[config.mk]
export PLATFORM = sky130hd
export DESIGN_NAME = instr_fetch_flat
export DESIGN_NICKNAME = d
export VERILOG_FILES = /design/src/rtl/instr_fetch_pkg.sv /design/src/rtl/instr_fetch_if.sv /design/src/rtl/instr_fetch_rom.sv /design/src/rtl/instr_fetch.sv /design/src/flat_wrapper.sv
export SDC_FILE = /design/constraint.sdc
export NUM_CORES = 1
export LEC_CHECK = 0
export CAP_MARGIN = 0
export CORE_MARGIN = 2
export CORE_UTILIZATION = 50
export DETAILED_ROUTE_END_ITERATION = 10
export PLACE_DENSITY = 0.68
export SLEW_MARGIN = 5
export SYNTH_ARGS = -nofsm -noshare
export SYNTH_HDL_FRONTEND = slang
export SYNTH_SLANG_ARGS = --single-unit
[constraint.sdc]
create_clock -name clk -period 7.3 [get_ports clk]
set_input_delay 1.825 -clock clk [delete_from_list [all_inputs] [get_ports clk]]
set_output_delay 1.825 -clock clk [all_outputs]
set_load 0.1 [all_outputs]
[src/rtl/instr_fetch_pkg.sv]
// Shared definitions for the instruction fetch stage: widths, special
// instruction words and the fetch FSM state encoding.
package instr_fetch_pkg;

    localparam int INSTR_WIDTH = 20;
    localparam int PC_BITS     = 5;
    localparam int ROM_DEPTH   = 2 ** PC_BITS;

    typedef logic [INSTR_WIDTH-1:0] instr_t;
    typedef logic [PC_BITS-1:0]     pc_t;

    localparam instr_t NOP_WORD  = 20'h00000;
    localparam instr_t HALT_WORD = 20'hFFFFF;

    typedef enum logic [1:0] {
        IDLE  = 2'd0,
        FETCH = 2'd1,
        HALT  = 2'd2
    } fetch_state_t;

    function automatic logic is_halt_word(instr_t word);
        return word == HALT_WORD;
    endfunction

endpackage

[src/rtl/instr_fetch_if.sv]
// Bundle of program-load, control and instruction-output signals between
// the fetch stage (slave) and whatever drives it (master).
interface instr_fetch_if;
    import instr_fetch_pkg::*;

    logic   prog_wen;
    pc_t    prog_addr;
    instr_t prog_data;
    logic   run;
    logic   stall;
    logic   branch_en;
    pc_t    branch_target;
    instr_t instruction;
    logic   instr_valid;
    pc_t    instr_pc;
    logic   halted;

    modport master (
        output prog_wen, prog_addr, prog_data,
        output run, stall, branch_en, branch_target,
        input  instruction, instr_valid, instr_pc, halted
    );

    modport slave (
        input  prog_wen, prog_addr, prog_data,
        input  run, stall, branch_en, branch_target,
        output instruction, instr_valid, instr_pc, halted
    );

endinterface

[src/rtl/instr_fetch_rom.sv]
// Program store: synchronous write, combinational read, one word per address.
module instr_rom
    import instr_fetch_pkg::*;
(
    input  logic   clk,
    input  logic   wen,
    input  pc_t    waddr,
    input  instr_t wdata,
    input  pc_t    raddr,
    output instr_t rdata
);

    instr_t mem [ROM_DEPTH];

    // Store write; contents are deliberately not touched by reset.
    always_ff @(posedge clk) begin
        if (wen) begin
            mem[waddr] <= wdata;
        end
    end

    assign rdata = mem[raddr];

endmodule

[src/rtl/instr_fetch.sv]
// Instruction fetch stage: program store plus a pc-stepping FSM that
// presents one registered instruction word per cycle to the CPU, with
// stall, branch flush and a halt word that parks the stage.
module instr_fetch
    import instr_fetch_pkg::*;
(
    input  logic         clk,
    input  logic         rst,
    instr_fetch_if.slave bus
);

    fetch_state_t state;
    pc_t          pc;
    instr_t       instruction_q;
    logic         instr_valid_q;
    pc_t          instr_pc_q;
    logic         halted_q;

    instr_t rom_rdata;
    logic   rom_wen;

    // Loading is only allowed while idle, and a coincident reset suppresses it.
    assign rom_wen = bus.prog_wen && (state == IDLE) && !rst;

    instr_rom u_rom (
        .clk   (clk),
        .wen   (rom_wen),
        .waddr (bus.prog_addr),
        .wdata (bus.prog_data),
        .raddr (pc),
        .rdata (rom_rdata)
    );

    // Fetch FSM with pc and registered outputs; branch beats stall, stall beats fetch.
    always_ff @(posedge clk) begin
        if (rst) begin
            state         <= IDLE;
            pc            <= '0;
            instruction_q <= NOP_WORD;
            instr_valid_q <= 1'b0;
            instr_pc_q    <= '0;
            halted_q      <= 1'b0;
        end else begin
            case (state)
                IDLE: begin
                    if (bus.run) begin
                        state <= FETCH;
                        pc    <= '0;
                    end
                end
                FETCH: begin
                    if (bus.branch_en) begin
                        pc            <= bus.branch_target;
                        instruction_q <= NOP_WORD;
                        instr_valid_q <= 1'b0;
                    end else if (!bus.stall) begin
                        if (is_halt_word(rom_rdata)) begin
                            instruction_q <= NOP_WORD;
                            instr_valid_q <= 1'b0;
                            halted_q      <= 1'b1;
                            state         <= HALT;
                        end else begin
                            instruction_q <= rom_rdata;
                            instr_pc_q    <= pc;
                            instr_valid_q <= 1'b1;
                            pc            <= pc + pc_t'(1);
                        end
                    end
                end
                HALT: begin
                    state <= HALT;
                end
                default: begin
                    state <= IDLE;
                end
            endcase
        end
    end

    assign bus.instruction = instruction_q;
    assign bus.instr_valid = instr_valid_q;
    assign bus.instr_pc    = instr_pc_q;
    assign bus.halted      = halted_q;

endmodule

[src/flat_wrapper.sv]
// flat-port wrapper written by rule: the top's interface ports become plain ports
module instr_fetch_flat import instr_fetch_pkg::*;
  (clk, rst, bus_prog_wen, bus_prog_addr, bus_prog_data, bus_run, bus_stall, bus_branch_en, bus_branch_target, bus_instruction, bus_instr_valid, bus_instr_pc, bus_halted);
  instr_fetch_if bus_i ();
  input  logic clk;
  input  logic rst;
  input wire logic [$bits(bus_i.prog_wen)-1:0] bus_prog_wen;
  input wire logic [$bits(bus_i.prog_addr)-1:0] bus_prog_addr;
  input wire logic [$bits(bus_i.prog_data)-1:0] bus_prog_data;
  input wire logic [$bits(bus_i.run)-1:0] bus_run;
  input wire logic [$bits(bus_i.stall)-1:0] bus_stall;
  input wire logic [$bits(bus_i.branch_en)-1:0] bus_branch_en;
  input wire logic [$bits(bus_i.branch_target)-1:0] bus_branch_target;
  output wire logic [$bits(bus_i.instruction)-1:0] bus_instruction;
  output wire logic [$bits(bus_i.instr_valid)-1:0] bus_instr_valid;
  output wire logic [$bits(bus_i.instr_pc)-1:0] bus_instr_pc;
  output wire logic [$bits(bus_i.halted)-1:0] bus_halted;
  assign bus_i.prog_wen = bus_prog_wen;
  assign bus_i.prog_addr = bus_prog_addr;
  assign bus_i.prog_data = bus_prog_data;
  assign bus_i.run = bus_run;
  assign bus_i.stall = bus_stall;
  assign bus_i.branch_en = bus_branch_en;
  assign bus_i.branch_target = bus_branch_target;
  assign bus_instruction = bus_i.instruction;
  assign bus_instr_valid = bus_i.instr_valid;
  assign bus_instr_pc = bus_i.instr_pc;
  assign bus_halted = bus_i.halted;
  instr_fetch u_core (.clk(clk), .rst(rst), .bus(bus_i));
endmodule
### Word level (Yosys, flattened, before mapping)

Memories as Yosys holds them, arrays and structs flattened. A register that Yosys moved wholly into a read port is not among the register bits.
Cells that the tools add are included.

* register bits: 34
* RAM bits: 640
* memories: 1
* logic and storage cells: 51

* equality and inequality tests: 10
* bitwise gates (word level): 3
* add/subtract/negate cells: 1
* multiplexer cells: 20
* reduce and logical (&&, ||, !) cells: 10

Memory list
* u_core.u_rom.mem: depth 32, bits a word 20, read ports 1, clocked after Yosys merged registers in 1, wr ports 1, RTL line instr_fetch_rom.sv:13 `instr_t mem [ROM_DEPTH];`

Operators with widths (number)
* $mux 20: 3
* $mux 5: 6
* $eq 20x20->1 const B: 1
* $reduce_and 4->1: 4
* $pmux 5 s2: 1
* $mux 2: 4
* $ne 2x2->1 const B: 3
* $ne 3x3->1 const B: 2
* $pmux 2 s3: 1
* $add 5x1->5 const B: 1
* $mux 1: 5
* $ne 2x1->1 const B: 2
* $not 1->1: 3
* $eq 2x1->1 const B: 1
* $eq 2x2->1 const B: 1
* $logic_and 1x1->1: 2
* $logic_not 2->1: 1
* $reduce_and 2->1: 1
* $reduce_bool 2->1: 1
* $logic_not 1->1: 1

### Depth between registers and ports, before layout

* depth after elaboration: 7
* gate-level depth with buffers: 14
* mapped depth without buffers: 8

### Modules after synthesis

Synthesis repeated with hierarchy kept, for this count alone.

* cell total of the unflattened synthesis: 1532
* area total of the unflattened synthesis: 26543.0 um^2

By module, submodules not included
* instr_rom: seq. area each 19218.4 um^2, cells an instance 1394, times used 1, area each 25152.9 um^2
* instr_fetch: seq. area each 680.7 um^2, cells an instance 138, times used 1, area each 1390.1 um^2

### Worst setup path after synthesis

OpenSTA, ideal clock, no wires.

* path type: input-to-reg
* from: in rst
* to: mem u_core.u_rom.mem[12][0] (netlist name), enable pin
* library setup time: 397 ps
* data arrival time: 3377 ps
* path buffers: 1
* stages: 5
* data required time: 6903 ps
* path slack: 3527 ps
* cells stage by stage: inv_1 -> nand3_1 -> or3_1 -> clkbuf_1 -> nor2_1

* cells in the longest elaborated chain, start to end: 4

Ends and longest elaborated chain
* from (decl): RTL line flat_wrapper.sv:6 `input logic rst;`
* $logic_not 1->1: RTL line instr_fetch.sv:23 `assign rom_wen = bus.prog_wen && (state == IDLE) && !rst;`
* $logic_and 1x1->1: RTL line instr_fetch.sv:23
* $mux 1: RTL line instr_fetch_rom.sv:17 `if (wen) begin`
* $mux 1 (not written as such): RTL line instr_fetch_rom.sv:18 `mem[waddr] <= wdata;`
* to (decl): RTL line instr_fetch_rom.sv:13

Every way passes these cells.

==> results.json <==
{
  "first_iter_violations": 1717,
  "rsz0062_at_grt": "false",
  "synth_edf_count": 640,
  "layout-drive-gt1-share": 0.187,
  "synth_fa_ha_area_frac": 0.00141,
  "syn_nets": 1423,
  "synth_area_mm2": 0.0266,
  "r2r_cells": 8,
  "yosysWarnings": 0,
  "cts_tree": "yes",
  "portBuffers": 62,
  "synth_cell_types": 60,
  "worst_pin_slew_ns": 1.22,
  "finalHoldViolCount": 0,
  "avgRoutedWirePerCell_um": 29.6,
  "power_uw": 8780,
  "fp.dieW_um": 235,
  "hold_buffers": 0,
  "p_clk_frac": 0.396,
  "antenna_found_initial": 2,
  "wl_met1_mm": 25.5,
  "skew_ns": 0.0305,
  "finalCritPeriodShare": 0.642,
  "combPwrFrac": 0.108,
  "yosys.area_share.simple": 0.0375,
  "postRouteAntennaNets": 0,
  "status": "complete, no violations",
  "synthMostInstantiatedCell": "edfxtp_1",
  "yosysTopAreaCell": "edfxtp_1",
  "vdd_drop_max_v": 0.000194,
  "relSlewSlack": 0.188,
  "crit_arrival_ns": 5.20,
  "row_count": 84,
  "start_kind": "register",
  "crit_type": "register to register",
  "post_cts_buffers": 0,
  "synth.avg_cell_area_um2": 19.2,
  "r2r_end": "u_core.bus.instr_pc[4]",
  "final_max_slew_viol_count": 0,
  "synth_commonest_cells": "edfxtp_1, mux2i_1, mux4_2",
  "synth_compound_area_frac": 0.0442,
  "place.gp.congestion": 0.995,
  "path_clk_slew_ns": 0.06,
  "async_reset_ff_frac": 0,
  "synth_area_leaders": "edfxtp_1, mux4_2, mux2i_1",
  "yosysSeqAreaShare": 0.753,
  "setup_viol": 0,
  "cts-root-buf": "clkbuf_16",
  "leakage_uw": 0.00899,
  "grtUsageTotal": 0.242,
  "synth_ff_type": "edfxtp_1",
  "placed_area_mm2": 0.0279,
  "die_area_mm2": 0.0550,
  "synth_top_area_share": 0.723,
  "p_sw_uw": 2150,
  "vias": 13911,
  "hold_path.class": "register to register",
  "pwr-share-seq": 0.496,
  "grt_max_degree": 71,
  "synth_top_family_by_area": "multiplexers",
  "initial_utilization": 0.506,
  "grt_overflow": 0,
  "drc_errors": 0,
  "drv_cap": 0,
  "highest_layer": "met5",
  "core_mm2": 0.0526,
  "p_int_uw": 6630,
  "period_minus_slack_ns": 4.68,
  "worstSkewPairLatency_ns": 0.61,
  "cp_max_fo": 23,
  "power.density_mw_per_mm2": 292,
  "grt_pass1_wl_mm": 92.9,
  "cts.sink_count": 679,
  "ioPinCount": 63,
  "areaGrowthSynthToFinish_pct": 13.2,
  "firstDrtPassIters": 6,
  "switching_share": 0.245,
  "htreeDepth": 3,
  "endpoint_kind": "register",
  "r2r_slack_ns": 2.62,
  "grt_pass1_vias": 13378,
  "cts_resized": 0,
  "design_area_mm2": 0.0301,
  "wl_met3_mm": 6.42,
  "cp.required_ns": 7.82,
  "routed_wl_mm": 65.5,
  "synthMuxAreaShare": 0.144,
  "totalNegativeSetupSlack_ns": 0,
  "nets": 1505,
  "holdWs_ns": 0.458,
  "dp_hpwl_mm": 40.6,
  "max_freq_mhz": 213,
  "crit_end": "u_core.bus.instr_pc[4]",
  "route.met2.wl_mm": 31.2,
  "die_y_um": 235,
  "cts_buffers": 69,
  "synthCells": 1384,
  "avgViaCountPerCell": 6.29,
  "cts.path.max_buffers": 3,
  "synth-xor-area-share": 0.000659,
  "synth-seq-cells": 679
}
==> layer usage <==
layer  global-route usage  vias up
li1                     -     5854
met1                0.322     7158
met2                0.388      757
met3               0.0653      140
met4               0.0818        2
met5                    0        -
==> power groups by stage <==
stage	sequential [µW]	combinational, µW	clock [µW]
3_5_place_dp	4440	924	0
4_1_cts	4360	926	3520
2_1_floorplan	4480	511	0
5_1_grt	4360	982	3670
3_3_place_gp	4440	914	0
6_report	4360	949	3480
==> how the worst min path moves through the flow <==
stage,startpoint,end,slack [ns],cells after the start
after floorplan,u_core.pc[0],u_core.bus.instr_pc[0],0.48,2
after global placement,u_core.bus.instr_valid,u_core.bus.instr_valid,0.44,2
after detailed placement,u_core.bus.instr_pc[3],u_core.bus.instr_pc[3],0.45,2
after CTS,u_core.bus.instr_valid,u_core.bus.instr_valid,0.46,2
after global routing,u_core.bus.instruction[19],u_core.bus.instruction[19],0.49,2
final,u_core.bus.instr_pc[3],u_core.bus.instr_pc[3],0.46,2
==> cell families after synthesis <==
family                   after synthesis
AO/OA/AOI/OAI                        149
XOR/XNOR                               2
adder cells (fa/ha/maj)                3
buffers and inverters                 84
flip-flops                           679
multiplexers                         274
AND/OR/NAND/NOR                      193
==> through the flow <==
stage                     instances  setup slack [ns]  utilization
after floorplan                1384              3.53            -
after global placement         2083              2.21        0.530
after detailed placement       2083              2.20        0.530
after CTS                      2208              2.81        0.572
after global routing           2208              2.49        0.572
final                          2210              2.62        0.572
==> area by class of cell <==
class / instances / area, µm²
diodes: 2 / 5.00
clock buffers: 82 / 1820
clock inverters: 43 / 399
fillers: 3886 / 22500
inverters: 7 / 26.3
multi-input cells: 621 / 6160
flip-flops and latches: 679 / 20000
well taps: 688 / 861
repair buffers: 88 / 791
==> sequential cells by signal, indices dropped and copies added (netlist names), named ones only <==
name	flops
u_core.bus.halted	1
u_core.bus.instruction	20
u_core.bus.instr_valid	1
u_core.bus.instr_pc	5
u_core.state	2
u_core.pc	5
u_core.u_rom.mem	640
==> placed cells by master, fill, tap and decap left out, drive strengths merged, types with 3 or more instances in the layout <==
master	instances
a211oi	5
a21oi	3
a22oi	81
a32o	12
and2	4
and3	4
buf	36
bufinv	7
clkbuf	82
clkdlybuf4s50	52
clkinv	30
dfxtp	39
edfxtp	640
ha	3
inv	11
mux2	3
mux2i	184
mux4	87
nand2	40
nand3	48
nand3b	10
nand4	10
nor2	47
nor2b	8
nor4	4
o211ai	5
o21ai	8
o22ai	16
o31ai	6
or3	4
or3b	6
==> critical path: stages, from the launching register on <==
cell and delay (ns):
dfxtp_1 1.09, clkinv_1 0.67, nor2_1 0.83, nand3_1 0.20
nand4_1 0.23, o2111ai_1 0.20, nor4_4 0.69, a211o_2 0.46
mux2i_1 0.22
Note: power is estimated with default switching activity, not from simulation.
